$ cat config.mk
export PLATFORM = sky130hd
export DESIGN_NAME = iopmp_error_recorder_q
export DESIGN_NICKNAME = d
export VERILOG_FILES = /design/src/rtl/iopmp_error_recorder_q.sv
export SDC_FILE = /design/constraint.sdc
export NUM_CORES = 1
export LEC_CHECK = 0
export CAP_MARGIN = 5
export CORE_MARGIN = 2
export CORE_UTILIZATION = 45
export DETAILED_ROUTE_END_ITERATION = 8
export MAX_ROUTING_LAYER = met4
export PLACE_DENSITY = 0.77
export SLEW_MARGIN = 20
export SYNTH_ARGS = -nofsm -noshare
export SYNTH_HDL_FRONTEND = slang
export SYNTH_SLANG_ARGS = --single-unit
$ cat constraint.sdc
create_clock -name clk_i -period 11.01 [get_ports clk_i]
set_input_delay 2.202 -clock clk_i [delete_from_list [all_inputs] [get_ports clk_i]]
set_output_delay 2.202 -clock clk_i [all_outputs]
set_load 0.01 [all_outputs]
$ cat src/rtl/iopmp_error_recorder_q.sv
// iopmp_error_recorder_q
// Queued multi-channel IOPMP error capture. Violation reports from the checker
// channels are arbitrated round-robin. The oldest accepted report sits in the
// architectural error record; later ones wait in a small FIFO. A software clear
// of the record promotes the next queued report. Reports that arrive with no
// room are consumed and dropped, and a sticky overflow flag records that.
//
// Optional build macro: IOPMP_ERR_CNT_EN adds cnt_clr_i / err_cnt_o, a 16-bit
// saturating count of every qualified report consumed (recorded or dropped).
//
// Handshake: a channel presents a report by holding err_valid_i high with a
// non-zero ttype. The report is consumed in any cycle where err_valid_i and
// err_ready_o are both high at the clock edge. A channel that sees ready low
// must keep the same report on its inputs. Channels with ttype==0 are ignored
// and never see ready.

module iopmp_error_recorder_q #(
  parameter int IOPMPNumChan = 2,
  parameter int FifoDepth    = 4,
  parameter int AddrWidth    = 64,
  parameter int RidWidth     = 16
) (
  input  logic                              clk_i,
  input  logic                              rst_i,
  input  logic [IOPMPNumChan-1:0]           err_valid_i,
  input  logic [2*IOPMPNumChan-1:0]         err_ttype_i,
  input  logic [4*IOPMPNumChan-1:0]         err_etype_i,
  input  logic [AddrWidth*IOPMPNumChan-1:0] err_addr_i,
  input  logic [RidWidth*IOPMPNumChan-1:0]  err_rrid_i,
  output logic [IOPMPNumChan-1:0]           err_ready_o,
  input  logic                              clr_i,
  input  logic                              ovf_clr_i,
  input  logic                              ie_i,
`ifdef IOPMP_ERR_CNT_EN
  input  logic                              cnt_clr_i,
  output logic [15:0]                       err_cnt_o,
`endif
  output logic                              rec_v_o,
  output logic [1:0]                        rec_ttype_o,
  output logic [3:0]                        rec_etype_o,
  output logic [AddrWidth-1:0]              rec_addr_o,
  output logic [RidWidth-1:0]               rec_rrid_o,
  output logic                              rec_ovf_o,
  output logic [$clog2(FifoDepth+1)-1:0]    pending_o,
  output logic                              irq_o
);

  localparam int ChW  = (IOPMPNumChan > 1) ? $clog2(IOPMPNumChan) : 1;
  localparam int PtrW = (FifoDepth > 1) ? $clog2(FifoDepth) : 1;
  localparam int CntW = $clog2(FifoDepth + 1);
  localparam int NcW  = $clog2(IOPMPNumChan + 1);

  typedef struct packed {
    logic [1:0]           ttype;
    logic [3:0]           etype;
    logic [AddrWidth-1:0] addr;
    logic [RidWidth-1:0]  rrid;
  } rec_t;

  // Architectural record
  rec_t            rec_q, rec_d;
  logic            rec_v_q, rec_v_d;
  logic            ovf_q, ovf_d;

  // Pending queue behind the record
  rec_t            fifo_q [FifoDepth];
  logic [PtrW-1:0] wr_ptr_q, wr_ptr_d;
  logic [PtrW-1:0] rd_ptr_q, rd_ptr_d;
  logic [CntW-1:0] cnt_q, cnt_d;

  // Round-robin start channel (searched first on the next grant)
  logic [ChW-1:0]  rr_q, rr_d;

  // Arbitration and datapath signals
  logic [IOPMPNumChan-1:0] req;
  logic [IOPMPNumChan-1:0] gnt_oh;
  logic [ChW-1:0]          gnt_idx;
  logic [ChW-1:0]          cand_idx;
  int                      cand;
  logic                    gnt_found;
  rec_t                    gnt_rec;
  logic                    fifo_full, fifo_empty;
  logic                    space;
  logic                    accept;
  logic                    drop;
  logic                    rec_clr;
  logic                    load_direct;
  logic                    push, pop;

  function automatic logic [PtrW-1:0] ptr_inc(input logic [PtrW-1:0] p);
    if (p == PtrW'(FifoDepth - 1)) return '0;
    return p + 1'b1;
  endfunction

  function automatic logic [ChW-1:0] ch_inc(input logic [ChW-1:0] c);
    if (c == ChW'(IOPMPNumChan - 1)) return '0;
    return c + 1'b1;
  endfunction

  // A channel requests only when valid with a non-reserved transaction type
  always_comb begin
    req = '0;
    for (int c = 0; c < IOPMPNumChan; c++) begin
      req[c] = err_valid_i[c] & (err_ttype_i[2*c +: 2] != 2'b00);
    end
  end

  assign fifo_full  = (cnt_q == CntW'(FifoDepth));
  assign fifo_empty = (cnt_q == '0);
  assign rec_clr    = clr_i & rec_v_q;
  assign space      = ~rec_v_q | ~fifo_full | rec_clr;

  // Round-robin search starting at rr_q; at most one winner
  always_comb begin
    gnt_oh    = '0;
    gnt_idx   = '0;
    gnt_found = 1'b0;
    cand      = 0;
    cand_idx  = '0;
    for (int k = 0; k < IOPMPNumChan; k++) begin
      cand = int'(rr_q) + k;
      if (cand >= IOPMPNumChan) cand = cand - IOPMPNumChan;
      cand_idx = ChW'(cand);
      if (!gnt_found && req[cand_idx]) begin
        gnt_found = 1'b1;
        gnt_idx   = cand_idx;
      end
    end
    if (gnt_found) gnt_oh[gnt_idx] = 1'b1;
  end

  // Select the granted channel's report fields
  always_comb begin
    gnt_rec = '0;
    for (int c = 0; c < IOPMPNumChan; c++) begin
      if (gnt_oh[c]) begin
        gnt_rec.ttype = err_ttype_i[2*c +: 2];
        gnt_rec.etype = err_etype_i[4*c +: 4];
        gnt_rec.addr  = err_addr_i[AddrWidth*c +: AddrWidth];
        gnt_rec.rrid  = err_rrid_i[RidWidth*c +: RidWidth];
      end
    end
  end

  // With room only the winner is consumed; without room every requester is
  // consumed and its report discarded.
  assign err_ready_o = rst_i ? '0 : (space ? gnt_oh : req);
  assign accept      = ~rst_i & space & gnt_found;
  assign drop        = ~rst_i & ~space & (|req);

  // Record is loaded directly only when nothing older is waiting
  assign load_direct = accept & fifo_empty & (~rec_v_q | rec_clr);
  assign push        = accept & ~load_direct;
  assign pop         = rec_clr & ~fifo_empty;

  // Next-state for record, queue bookkeeping, overflow flag and RR pointer
  always_comb begin
    rec_d    = rec_q;
    rec_v_d  = rec_v_q;
    wr_ptr_d = wr_ptr_q;
    rd_ptr_d = rd_ptr_q;
    cnt_d    = cnt_q;
    ovf_d    = ovf_q;
    rr_d     = rr_q;

    if (pop) begin
      rec_d   = fifo_q[rd_ptr_q];
      rec_v_d = 1'b1;
    end else if (load_direct) begin
      rec_d   = gnt_rec;
      rec_v_d = 1'b1;
    end else if (rec_clr) begin
      rec_v_d = 1'b0;
    end

    if (push) wr_ptr_d = ptr_inc(wr_ptr_q);
    if (pop)  rd_ptr_d = ptr_inc(rd_ptr_q);

    case ({push, pop})
      2'b10:   cnt_d = cnt_q + CntW'(1);
      2'b01:   cnt_d = cnt_q - CntW'(1);
      default: cnt_d = cnt_q;
    endcase

    // A drop in the same cycle as a software clear keeps the flag set
    if (ovf_clr_i) ovf_d = 1'b0;
    if (drop)      ovf_d = 1'b1;

    if (accept) rr_d = ch_inc(gnt_idx);
  end

  // Control and record registers
  always_ff @(posedge clk_i) begin
    if (rst_i) begin
      rec_q    <= '0;
      rec_v_q  <= 1'b0;
      wr_ptr_q <= '0;
      rd_ptr_q <= '0;
      cnt_q    <= '0;
      ovf_q    <= 1'b0;
      rr_q     <= '0;
    end else begin
      rec_q    <= rec_d;
      rec_v_q  <= rec_v_d;
      wr_ptr_q <= wr_ptr_d;
      rd_ptr_q <= rd_ptr_d;
      cnt_q    <= cnt_d;
      ovf_q    <= ovf_d;
      rr_q     <= rr_d;
    end
  end

  // Queue storage; contents are only meaningful between the pointers
  always_ff @(posedge clk_i) begin
    if (push) fifo_q[wr_ptr_q] <= gnt_rec;
  end

`ifdef IOPMP_ERR_CNT_EN
  logic [15:0]    err_cnt_q, err_cnt_d;
  logic [NcW-1:0] n_cons;
  logic [16:0]    cnt_sum;

  // Count consumed qualified reports, saturating; clear beats increment
  always_comb begin
    n_cons = '0;
    for (int c = 0; c < IOPMPNumChan; c++) begin
      n_cons = n_cons + NcW'(err_ready_o[c]);
    end
    cnt_sum = {1'b0, err_cnt_q} + 17'(n_cons);
    if (cnt_clr_i)       err_cnt_d = '0;
    else if (cnt_sum[16]) err_cnt_d = 16'hFFFF;
    else                 err_cnt_d = cnt_sum[15:0];
  end

  // Error counter register
  always_ff @(posedge clk_i) begin
    if (rst_i) err_cnt_q <= '0;
    else       err_cnt_q <= err_cnt_d;
  end

  assign err_cnt_o = err_cnt_q;
`endif

  assign rec_v_o     = rec_v_q;
  assign rec_ttype_o = rec_q.ttype;
  assign rec_etype_o = rec_q.etype;
  assign rec_addr_o  = rec_q.addr;
  assign rec_rrid_o  = rec_q.rrid;
  assign rec_ovf_o   = ovf_q;
  assign pending_o   = cnt_q;
  assign irq_o       = rec_v_q & ie_i;

endmodule
==> results of run 1 <==
-- area by class of cell --
type,instances,area [µm²],area share
clock buffer,60,1240,0.0562
clock inverter,22,244,0.0110
multi-input combinational,436,4820,0.218
tap,518,648,0.0293
inverter,8,30.0,0.00136
sequential,442,12300,0.556
timing repair buffer,285,2840,0.128
-- worst max path at each step --
stage	from	slack [ns]	to
finish	clr_i	4.52	err_ready_o[1]
global route	clr_i	4.41	err_ready_o[1]
CTS	clr_i	4.52	err_ready_o[1]
detailed placement	clr_i	4.54	err_ready_o[1]
global placement	clr_i	4.56	err_ready_o[1]
floorplan	clr_i	5.52	fifo_q[0][0]
-- per-layer routing --
layer  up-vias  GRT usage
li1       4511          -
met1      5128      0.252
met2       333      0.324
met3        54     0.0367
met4         0     0.0444
met5         -          -
-- worst max-delay path, cell delays in order --
cell and delay (ns):
clkdlybuf4s50_1 0.48, nor2b_1 0.47, nand3_1 0.23, a311oi_1 0.32
clkdlybuf4s50_1 0.58
-- stage by stage --
stage / cells / utilization / instance area, µm² / hold WS [ns] / power, µW
2_1_floorplan: 958 / - / 17400 / 0.454 / 2120
3_3_place_gp: 1688 / 0.536 / 20600 / 0.452 / 2300
3_5_place_dp: 1688 / 0.536 / 20600 / 0.467 / 2310
4_1_cts: 1770 / 0.574 / 22100 / 0.485 / 3820
5_1_grt: 1771 / 0.575 / 22100 / 0.505 / 3920
6_report: 1771 / 0.575 / 22100 / 0.484 / 3790
-- cell usage in the layout (no fill, tap or decap), types with 2 or more instances in the layout --
| cell type | count |
|---|---|
| ha_1 | 6 |
| and2_0 | 50 |
| mux2_1 | 2 |
| clkbuf_1 | 10 |
| nor3_1 | 16 |
| clkbuf_8 | 4 |
| clkinv_1 | 6 |
| a22o_1 | 84 |
| nand2_1 | 5 |
| nor2b_1 | 3 |
| bufinv_16 | 5 |
| clkbuf_16 | 46 |
| nor2_4 | 2 |
| xor2_1 | 2 |
| clkinv_2 | 8 |
| inv_2 | 2 |
| a32o_1 | 2 |
| clkinvlp_4 | 2 |
| and2_1 | 21 |
| inv_1 | 6 |
| a221oi_1 | 15 |
| a211oi_1 | 2 |
| and2_4 | 4 |
| clkdlybuf4s50_1 | 271 |
| mux4_2 | 86 |
| o21ai_1 | 2 |
| edfxtp_1 | 344 |
| a221o_1 | 72 |
| nor4_2 | 14 |
| dfxtp_1 | 96 |
| buf_4 | 11 |
| dfxtp_4 | 2 |
| a21oi_1 | 5 |
| nor4b_1 | 2 |
| nor2_1 | 25 |
-- sequential cells by signal (all words and copies together) (netlist names), named ones only --
| signal | cells |
|---|---|
| fifo_q | 344 |
| rec_addr_o | 64 |
| rec_rrid_o | 16 |
| rec_etype_o | 4 |
| pending_o | 3 |
| rd_ptr_q | 2 |
| rec_ttype_o | 2 |
| wr_ptr_q | 2 |
| rec_ovf_o | 1 |
| rec_v_o | 1 |
| rr_q | 1 |
-- cells by family after synthesis --
kind of cell / count (synthesis) / synth area share
simple gates: 145 / 0.0519
xor+xnor: 3 / 0.00151
mux: 88 / 0.112
compound gates: 193 / 0.103
flops: 442 / 0.706
fa+ha+maj: 7 / 0.00546
buf+inv: 80 / 0.0204
-- power breakdown --
group / total [µW] / switching, µW / internal, µW / leakage [µW]
clock: 1510 / 602 / 910 / 0.000726
sequential: 1900 / 29.5 / 1870 / 0.00395
combinational: 377 / 181 / 195 / 0.00255
total: 3790 / 813 / 2980 / 0.00722
==> metrics.txt, run 1 <==
uppermost layer routed met4; Worst-Margin Slew 1.05 ns; total number of yosys warnings 0; GRT Total Usage 0.195; GPL Wtd Cong approximately 0.76; RSZ-0062 raised after global routing no; worst hold path class flip-flop to flip-flop; gr ovfl total 0; Mapped Area 17,400 µm²; Final Cycle Share 0.589; vias in the first global route 10,600; cell area power density between 150 and 200 nW/µm²; IO Pins around 270; final setup violation count 0; minimum clock period 6.49 ns; Longest Clk Path Bufs 3; Post CTS Setup Buffer Count 0; synth unique cells 42; Die H 201 µm; IO buf count 272; Pleak 0.00722 µW; CTS tree built; slew margin rel. 0.298; fraction of registers with async set/reset 0; register bit count reported by yosys 442; M1 wire length 16,400 µm; HP Start rd_ptr_q[1]; CTS H-tree lvls 2; Fmax achieved 0.154 GHz; vias per inst between 5 and 6; Fillers between 2,000 and 3,000; DRT Pass-1 Iters 5; cell with the most instances after synthesis edfxtp_1; outcome complete, no violations; largest net degree at the start of global routing 89; Reg clk slew, reported paths 0.06 ns; max-slew violation count 0; area leader, netlist edfxtp_1; clock skew between 0.015 and 0.02 ns; max-cap check violation count 0; Post-synth EDFFs between 300 and 400; Die ar. 40,300 µm²; antenna violations before repair 0; Max VDD drop ~0.00012 V; row count 72; routed wire length 38,100 µm; required time worst endpoint 8.81 ns; Synth Instances approximately 960; Arr. time, crit path 4.29 ns; Starting Density 0.453; CP startpoint kind input port; synth cell count leaders edfxtp_1, dfxtp_1, mux4_2, a22o_1, a221o_1; commonest register cell after synthesis edfxtp_1; setup_tns 0 ns; Antenna Nets Post-Route 0; DR vias 10,000; antenna cell count 0; layout overhead on the synthesized area 27.0%; CP endpoint kind output port; post-DR wirelength/cell 21.5 µm; Mean Syn Cell Area about 18 µm²; final net count 1,403; Crit Path Max Fanout 6; Hold Fails Final Rpt 0; largest cells by area after synthesis edfxtp_1, dfxtp_1, mux4_2; Worst Reg2Reg Path Length in Cells 5; Critical R2R Capture fifo_q[1][29]; global-route wire length before repair about 60,000 µm; met2 wire len 18,900 µm; Core Area about 38,000 µm²; worst skew pair latency 0.53 ns; Root Driver clkbuf_16; met3 wire len about 2100 µm; Syn Nets 1,144; Hold Crit Depth 2; CTS Buf Count 44; worst flop-to-flop path startpoint rec_v_o; die width 201 µm; Remaining DRCs 0; setup ws final 4.52 ns; Sink Count ~440; kind of critical path input port to output port; post-CTS resize count 0; top cell type's share of synthesized area 0.593; DP Worst Slack 4.54 ns; post-synthesis sequential area ratio 0.706; post-DP HPWL 22,200 µm; layout cells sized above 1 0.156; 1st-iter DRT viols between 700 and 800; FF-to-FF setup slack 7.55 ns; hold_buf cts 0
Power figures use the tool's default switching activity.
==> run 2, diff against run 1 <==
clock period = 6.3 ns   (was 11.01 ns; I/O delays follow)
==> run 2 against run 1 <==
Against the previous run: flip-flop and latch count unchanged; global-route usage increased by 0.57 points; worst setup slack got worse by 2.8 ns; total power is 73% higher; routed wire length up 4.0%; critical path depth stayed put; via count rose by 1.1%; clock skew fell by 0.0056 ns; register-to-register slack worse by 4.6 ns; largest cell class unchanged; highest routed layer unchanged.
==> metrics.txt, run 2 (same netlist as run 1, synthesis figures left out) <==
Max VDD drop 0.000232 V (+100%); setup_tns 0 ns (unchanged); Largest register FFs 344 (unchanged); gr ovfl total 0 (unchanged); layout cells sized above 1 0.160 (+0.00482); CP Launch Point clr_i; most frequent cells in the layout edfxtp_1, clkdlybuf4s50_1, dfxtp_1, mux4_2, a22o_1; routed wire length 39,700 µm (+4.0%); Critical R2R Capture fifo_q[0][28]; DP Worst Slack 1.65 ns (-2.90 ns); CTS Buf Count 44 (unchanged); Reg clk slew, reported paths 0.06 ns (about the same); Hold Slack 0.474 ns (-0.00936 ns); outcome complete, no violations; met2 usage 0.330 (+0.00632); Largest Register fifo_q; IO buf count 272 (unchanged); max-cap check violation count 0 (unchanged); vias in the first global route 10,500 (-0.35%); required time worst endpoint 5.04 ns (-3.77 ns); DR vias 10,100 (+1.1%); layout overhead on the synthesized area 26.7%; clock skew 0.0138 ns (-0.00562 ns); commonest non-fill, non-tap cell in the layout edfxtp_1; Most common cell on crit path clkdlybuf4s50_1; DRT Pass-1 Iters 5 (unchanged); Hold Crit Depth 2 (unchanged); largest net degree at the start of global routing 89 (unchanged); post-DR wirelength/cell 22.3 µm (+3.6%); minimum clock period 4.60 ns; Crit Path Max Fanout 6 (unchanged); CTS H-tree lvls 2 (unchanged); Remaining DRCs 0 (unchanged); Longest Clk Path Bufs 3 (unchanged); Fmax achieved between 0.2 and 0.25 GHz; worst hold path class flip-flop to flip-flop; final setup violation count 0 (unchanged); final net count 1,409 (+0.43%); Sink Count 442 (unchanged); cell area power density 296 nW/µm² (+73%); Antenna Nets Post-Route 0 (unchanged); Root Driver clkbuf_16; antenna violations before repair 0 (unchanged); Worst Reg2Reg Path Length in Cells 5 (unchanged); post-DP HPWL 24,500 µm (+10%); IO Pins 273 (unchanged); row count 72 (unchanged); vias per inst 5.70 (+0.73%); max-slew violation count 0 (unchanged); CP delay by family, top buffers and inverters; antenna cell count 0 (unchanged); GPL Wtd Cong 0.747 (-1.1%); FF-to-FF setup slack 2.99 ns (-4.56 ns); CP startpoint kind input port; CP endpoint kind output port; Global Route met1 Usage 0.264 (+0.0122); 1st-iter DRT viols 823 (+17%); Pleak 0.00722 µW (about the same); Starting Density 0.453 (unchanged); RSZ-0062 raised after global routing no; kind of critical path input port to output port; M3 GR Usage 0.0351 (-0.00162); setup ws final 1.70 ns (-2.82 ns); Hold Fails Final Rpt 0 (unchanged); slowest stage delay, CP 0.58 ns (about the same); Cells after DPL 1,695 (+0.41%); worst flop-to-flop path startpoint rec_v_o; hold_buf cts 0 (unchanged); post-CTS resize count 0 (unchanged); Crit path buffers/inverters 2 (unchanged); CTS tree built; slowest CP cell clkdlybuf4s50_1; GRT Total Usage 0.201 (+0.00567); Post CTS Setup Buffer Count 0 (unchanged); global-route wire length before repair 61,200 µm (+1.8%); Core Area 38,500 µm² (unchanged); slew margin rel. 0.280 (-0.0183); crit-path cells clkdlybuf4s50_1 > nor2b_1 > nand3_1 > a311oi_1 > clkdlybuf4s50_1; Arr. time, crit path 3.34 ns (-0.95 ns); GR peak layer met2; HP Start rd_ptr_q[1]; Final Cycle Share 0.730; worst skew pair latency 0.54 ns (about the same); Layout Cells excl Fill 1,777 (+0.34%); Die ar. 40,300 µm² (unchanged); Die H 201 µm (unchanged); die width 201 µm (unchanged); Worst-Margin Slew 1.08 ns (+0.0297 ns)
[run 2: cell count changes in the layout (fill, tap and decap cells not counted), sizes merged]
cell	previous run	this run
buf	14	20
clkinvlp	2	3
clkinv	15	19
bufinv	5	3
inv	8	10
clkbuf	60	55
[run 2: report_power, final]
group | internal, µW | leakage (µW) | switching, µW | total (µW)
Clock | 1480 | 0.000696 | 1080 | 2560
Sequential | 3270 | 0.00395 | 53.7 | 3320
Combinational | 340 | 0.00257 | 321 | 661
Total | 5090 | 0.00722 | 1450 | 6540
[run 2: tightest hold or removal path, cell delays in order (launching register included)]
cell and delay [ns]:
dfxtp_1 0.31, nand2_1 0.05, a21oi_1 0.07
[run 2: worst max path at each step]
| stage | slack, ns | cells past startpoint | to |
|---|---|---|---|
| final | 1.70 | 5 | err_ready_o[1] |
| after global placement | 1.71 | 5 | err_ready_o[1] |
| after floorplan | 1.76 | 5 | fifo_q[0][0] |
| after CTS | 1.70 | 5 | err_ready_o[1] |
| after detailed placement | 1.65 | 6 | fifo_q[0][45] |
| after global routing | 1.58 | 5 | err_ready_o[1] |
[run 2: final cells by class]
cell class	count	area, µm²
Fill cell	2875	16400
Sequential cell	442	12300
Multi-Input combinational cell	436	4820
Timing Repair Buffer	291	2860
Clock buffer	55	1200
Tap cell	518	648
Clock inverter	27	221
Inverter	8	30.0
[run 2: routing by layer]
metal,vias up,wire length [µm]
met4,0,692
met3,54,2310
met1,5167,16800
li1,4533,-
met5,-,0
met2,379,19800
[run 2: through the flow]
stage,instance area (µm²),total power [µW],util
floorplan,17400,3700,-
global placement,20700,4030,0.537
detailed placement,20700,4050,0.537
CTS,22100,6600,0.574
global route,22100,6760,0.574
finish,22100,6540,0.574
==> patch 1: new RTL, settings of run 2 <==
The parameter `FifoDepth` goes from 4 to 8.
--- a/src/rtl/iopmp_error_recorder_q.sv
+++ b/src/rtl/iopmp_error_recorder_q.sv
@@ -18,3 +18,3 @@
   parameter int IOPMPNumChan = 2,
-  parameter int FifoDepth    = 4,
+  parameter int FifoDepth    = 8,
   parameter int AddrWidth    = 64,
Ports: changed (resized pending_o); port bits go from 273 to 274. No check against the original RTL was run, so the function may have changed too.
==> patch 1 against run 2 <==
- worst setup slack gained 0.070 ns
- sequential share of layout area rose by 5.0 points
- wire length is 76% higher
- power grew 72%
- die area rose by 77%
- area after synthesis grew 79%
- count of clock-buffer cells in the layout increased by 51
- final area increased by 69%
- non-clock buffer count up 7
- sequential cell count increased by 348
- synthesized cell count up 76%
- largest power group unchanged
==> patch 1: results <==
routing:
  vias: 16700
  drt_wl_total_mm: 69.7
  drt_iter0_drc: 1505
clocking:
  clk_latency_ns: 0.61
  numCtsBuffers: 76
layout:
  fillCellCount: 5095
  nClkBuffers: 106
  clock_cell_area_share: 0.0654
  n_all_inverters: 5
  drive_above_1_share: 0.210
  final-nonclk-buf-share: 0.0814
  utilization: 0.545
  n_all_buffers: 298
  diodes: 2
  multi_input_area_mm2: 0.00801
power:
  combinationalPowerShare: 0.079
  cellLeakagePower_nw: 11.7
  p_seq_mw: 5.91
global_routing:
  antenna_found_initial: 1
  grt_pass1_wl_mm: 105
  grt_usage: 0.202
place:
  portBuffers: 273
  gp_congestion: 0.740
  place_ws_ns: 1.34
synthesis:
  synth_edf_count: 688
  synth.area.top_cells: "edfxtp_1, mux4_2, dfxtp_1, mux2_2, a22o_1"
  ys_seq_area_frac: 0.728
  synth_common_cells: "edfxtp_1, nand2_1, mux4_2"
run_status:
  status: "complete, no violations"
sta:
  finalClockSkew_ns: 0.0212
[patch 1: cell count changes after synthesis, moves of 50 or more]
cell             run 2  this run
nand2_1              5       180
mux2_2               0        86
nor2_1              27       100
a221o_1             72         0
a311oi_1             1        83
mux4_2              86       172
and2_0              50         0
edfxtp_1           344       688
[patch 1: worst paths after layout]
kind	start	to	slack [ns]
worst max-delay path	clr_i	err_ready_o[1]	1.77
worst min-delay path	rd_ptr_q[1]	flop	0.49
worst max register to register	rec_v_o	fifo_q[6][1]	2.84
worst min register to register	rd_ptr_q[1]	flop	0.49
[patch 1: logic make-up after synthesis]
group	count (synthesis)	synth area share
muxes	262	0.157
xor gates and xnor gates	5	0.00141
buffers and inverters	123	0.0185
AOI/OAI and AO/OA	195	0.0540
adders and majority gates	7	0.00281
and+or+nand+nor	300	0.0381
DFF	790	0.728
[patch 1: critical path: stages]
cell and delay (ns):
clkdlybuf4s50_1 0.48, and2b_1 0.33, nand3_1 0.20, a311oi_1 0.39, clkdlybuf4s50_1 0.60
==> patch 2: new RTL, flow settings as in run 2 <==
Without the edit above. Register the output `irq_o`; this adds one clock of latency there. The other outputs are not delayed to match.
--- a/src/rtl/iopmp_error_recorder_q.sv
+++ b/src/rtl/iopmp_error_recorder_q.sv
@@ -250,3 +250,5 @@
   assign pending_o   = cnt_q;
-  assign irq_o       = rec_v_q & ie_i;
+  always_ff @(posedge clk_i) begin
+    irq_o <= rec_v_q & ie_i;
+  end
 
Behaviour: not the same (Yosys sat finds a counterexample within 4 cycles, from zero or initial values and one cycle with rst_i high).
==> patch 2 against run 2 <==
- clock power barely moved
- first-iteration DRC count rose by 0.12%
- fmax rose by 0.56%
- final area rose by 0.40%
- wire length fell by 1.2%
- area after synthesis rose by 0.13%
- via count barely moved
- die area rose by 0.13%
- worst setup slack improved by 0.026 ns
- final cell count barely moved
- power rose by 0.25%
- register-to-register slack got worse by 0.14 ns
- sequential cell count rose by 1
- global-route usage fell by 0.18 points
==> patch 2: results <==
run_status:
  status: "complete, no violations"
routing:
  drt_wl_total_mm: 39.2
  vias: 10100
global_routing:
  grt_pass1_wl_mm: 61.3
  grt_usage: 0.199
  antenna_found_initial: 1
place:
  dpl.cell_count: 1694
  dpl-instance-area_mm2: 0.0207
  place_ws_ns: 1.70
  hpwl_mm: 23.8
  gp_congestion: 0.720
layout:
  instances_no_fill: 1778
  nets: 1410
hold_path:
  whs_path_depth: 1
synthesis:
  syn_inst: 959
  synthesis.nets: 1145
  ys_seq_area_frac: 0.706
  ys_types: 43
  synth.area.top_cells: "edfxtp_1, dfxtp_1, mux4_2, a22o_1, a221o_1"
  synth_common_cells: "edfxtp_1, dfxtp_1, mux4_2"
power:
  cellLeakagePower_nw: 7.25
  ir_drop_v: 0.000199
clocking:
  numCtsBuffers: 45
  root_buffer: "clkbuf_16"
sta:
  finalClockSkew_ns: 0.0226
[patch 2: changes by cell type after synthesis, sizes merged]
cell    change
dfxtp       +1
clkbuf      +1
buf         -1
[patch 2: final timing paths]
check                 startpoint        endpoint  slack (ns)
hold reg to reg   rec_rrid_o[11]  rec_rrid_o[11]        0.48
setup / recovery           clr_i  err_ready_o[1]        1.72
hold / removal    rec_rrid_o[11]  rec_rrid_o[11]        0.48
setup reg to reg         rec_v_o    fifo_q[1][7]        2.85
[patch 2: routing by layer]
metal / vias to the layer above / track usage / part of all wire
met5: - / - / 0
met4: 0 / 0.0394 / 0.013
met3: 44 / 0.0318 / 0.062
met1: 5182 / 0.260 / 0.42
met2: 370 / 0.333 / 0.50
li1: 4528 / - / -
[patch 2: layout make-up]
class	count	area (um^2)
timing repair buffer	290	2900
multi-input combinational	436	4820
clock buffer	63	1320
sequential	443	12300
fill	2932	16300
clock inverter	19	133
tap	518	648
antenna	1	2.50
inverter	8	30.0
[patch 2: power by group]
part / internal, mW / switching (mW) / total, mW / leakage (nW)
Clock: 1.50 / 1.07 / 2.57 / 0.710
Combinational: 0.344 / 0.320 / 0.664 / 2.58
Sequential: 3.28 / 0.0535 / 3.33 / 3.95
[patch 2: cells by family after synthesis]
| group | Yosys count | synth area share |
|---|---|---|
| mux | 88 | 0.112 |
| buf+inv | 80 | 0.0205 |
| xor+xnor | 3 | 0.00151 |
| fa+ha+maj | 7 | 0.00545 |
| simple gates | 145 | 0.0518 |
| flops | 443 | 0.706 |
| compound gates | 193 | 0.103 |
[patch 2: worst max-delay path: stages]
cell and delay, ns:
clkdlybuf4s50_1 0.47, nor2b_1 0.47, nand3_1 0.24, a311oi_1 0.30
clkdlybuf4s50_1 0.57
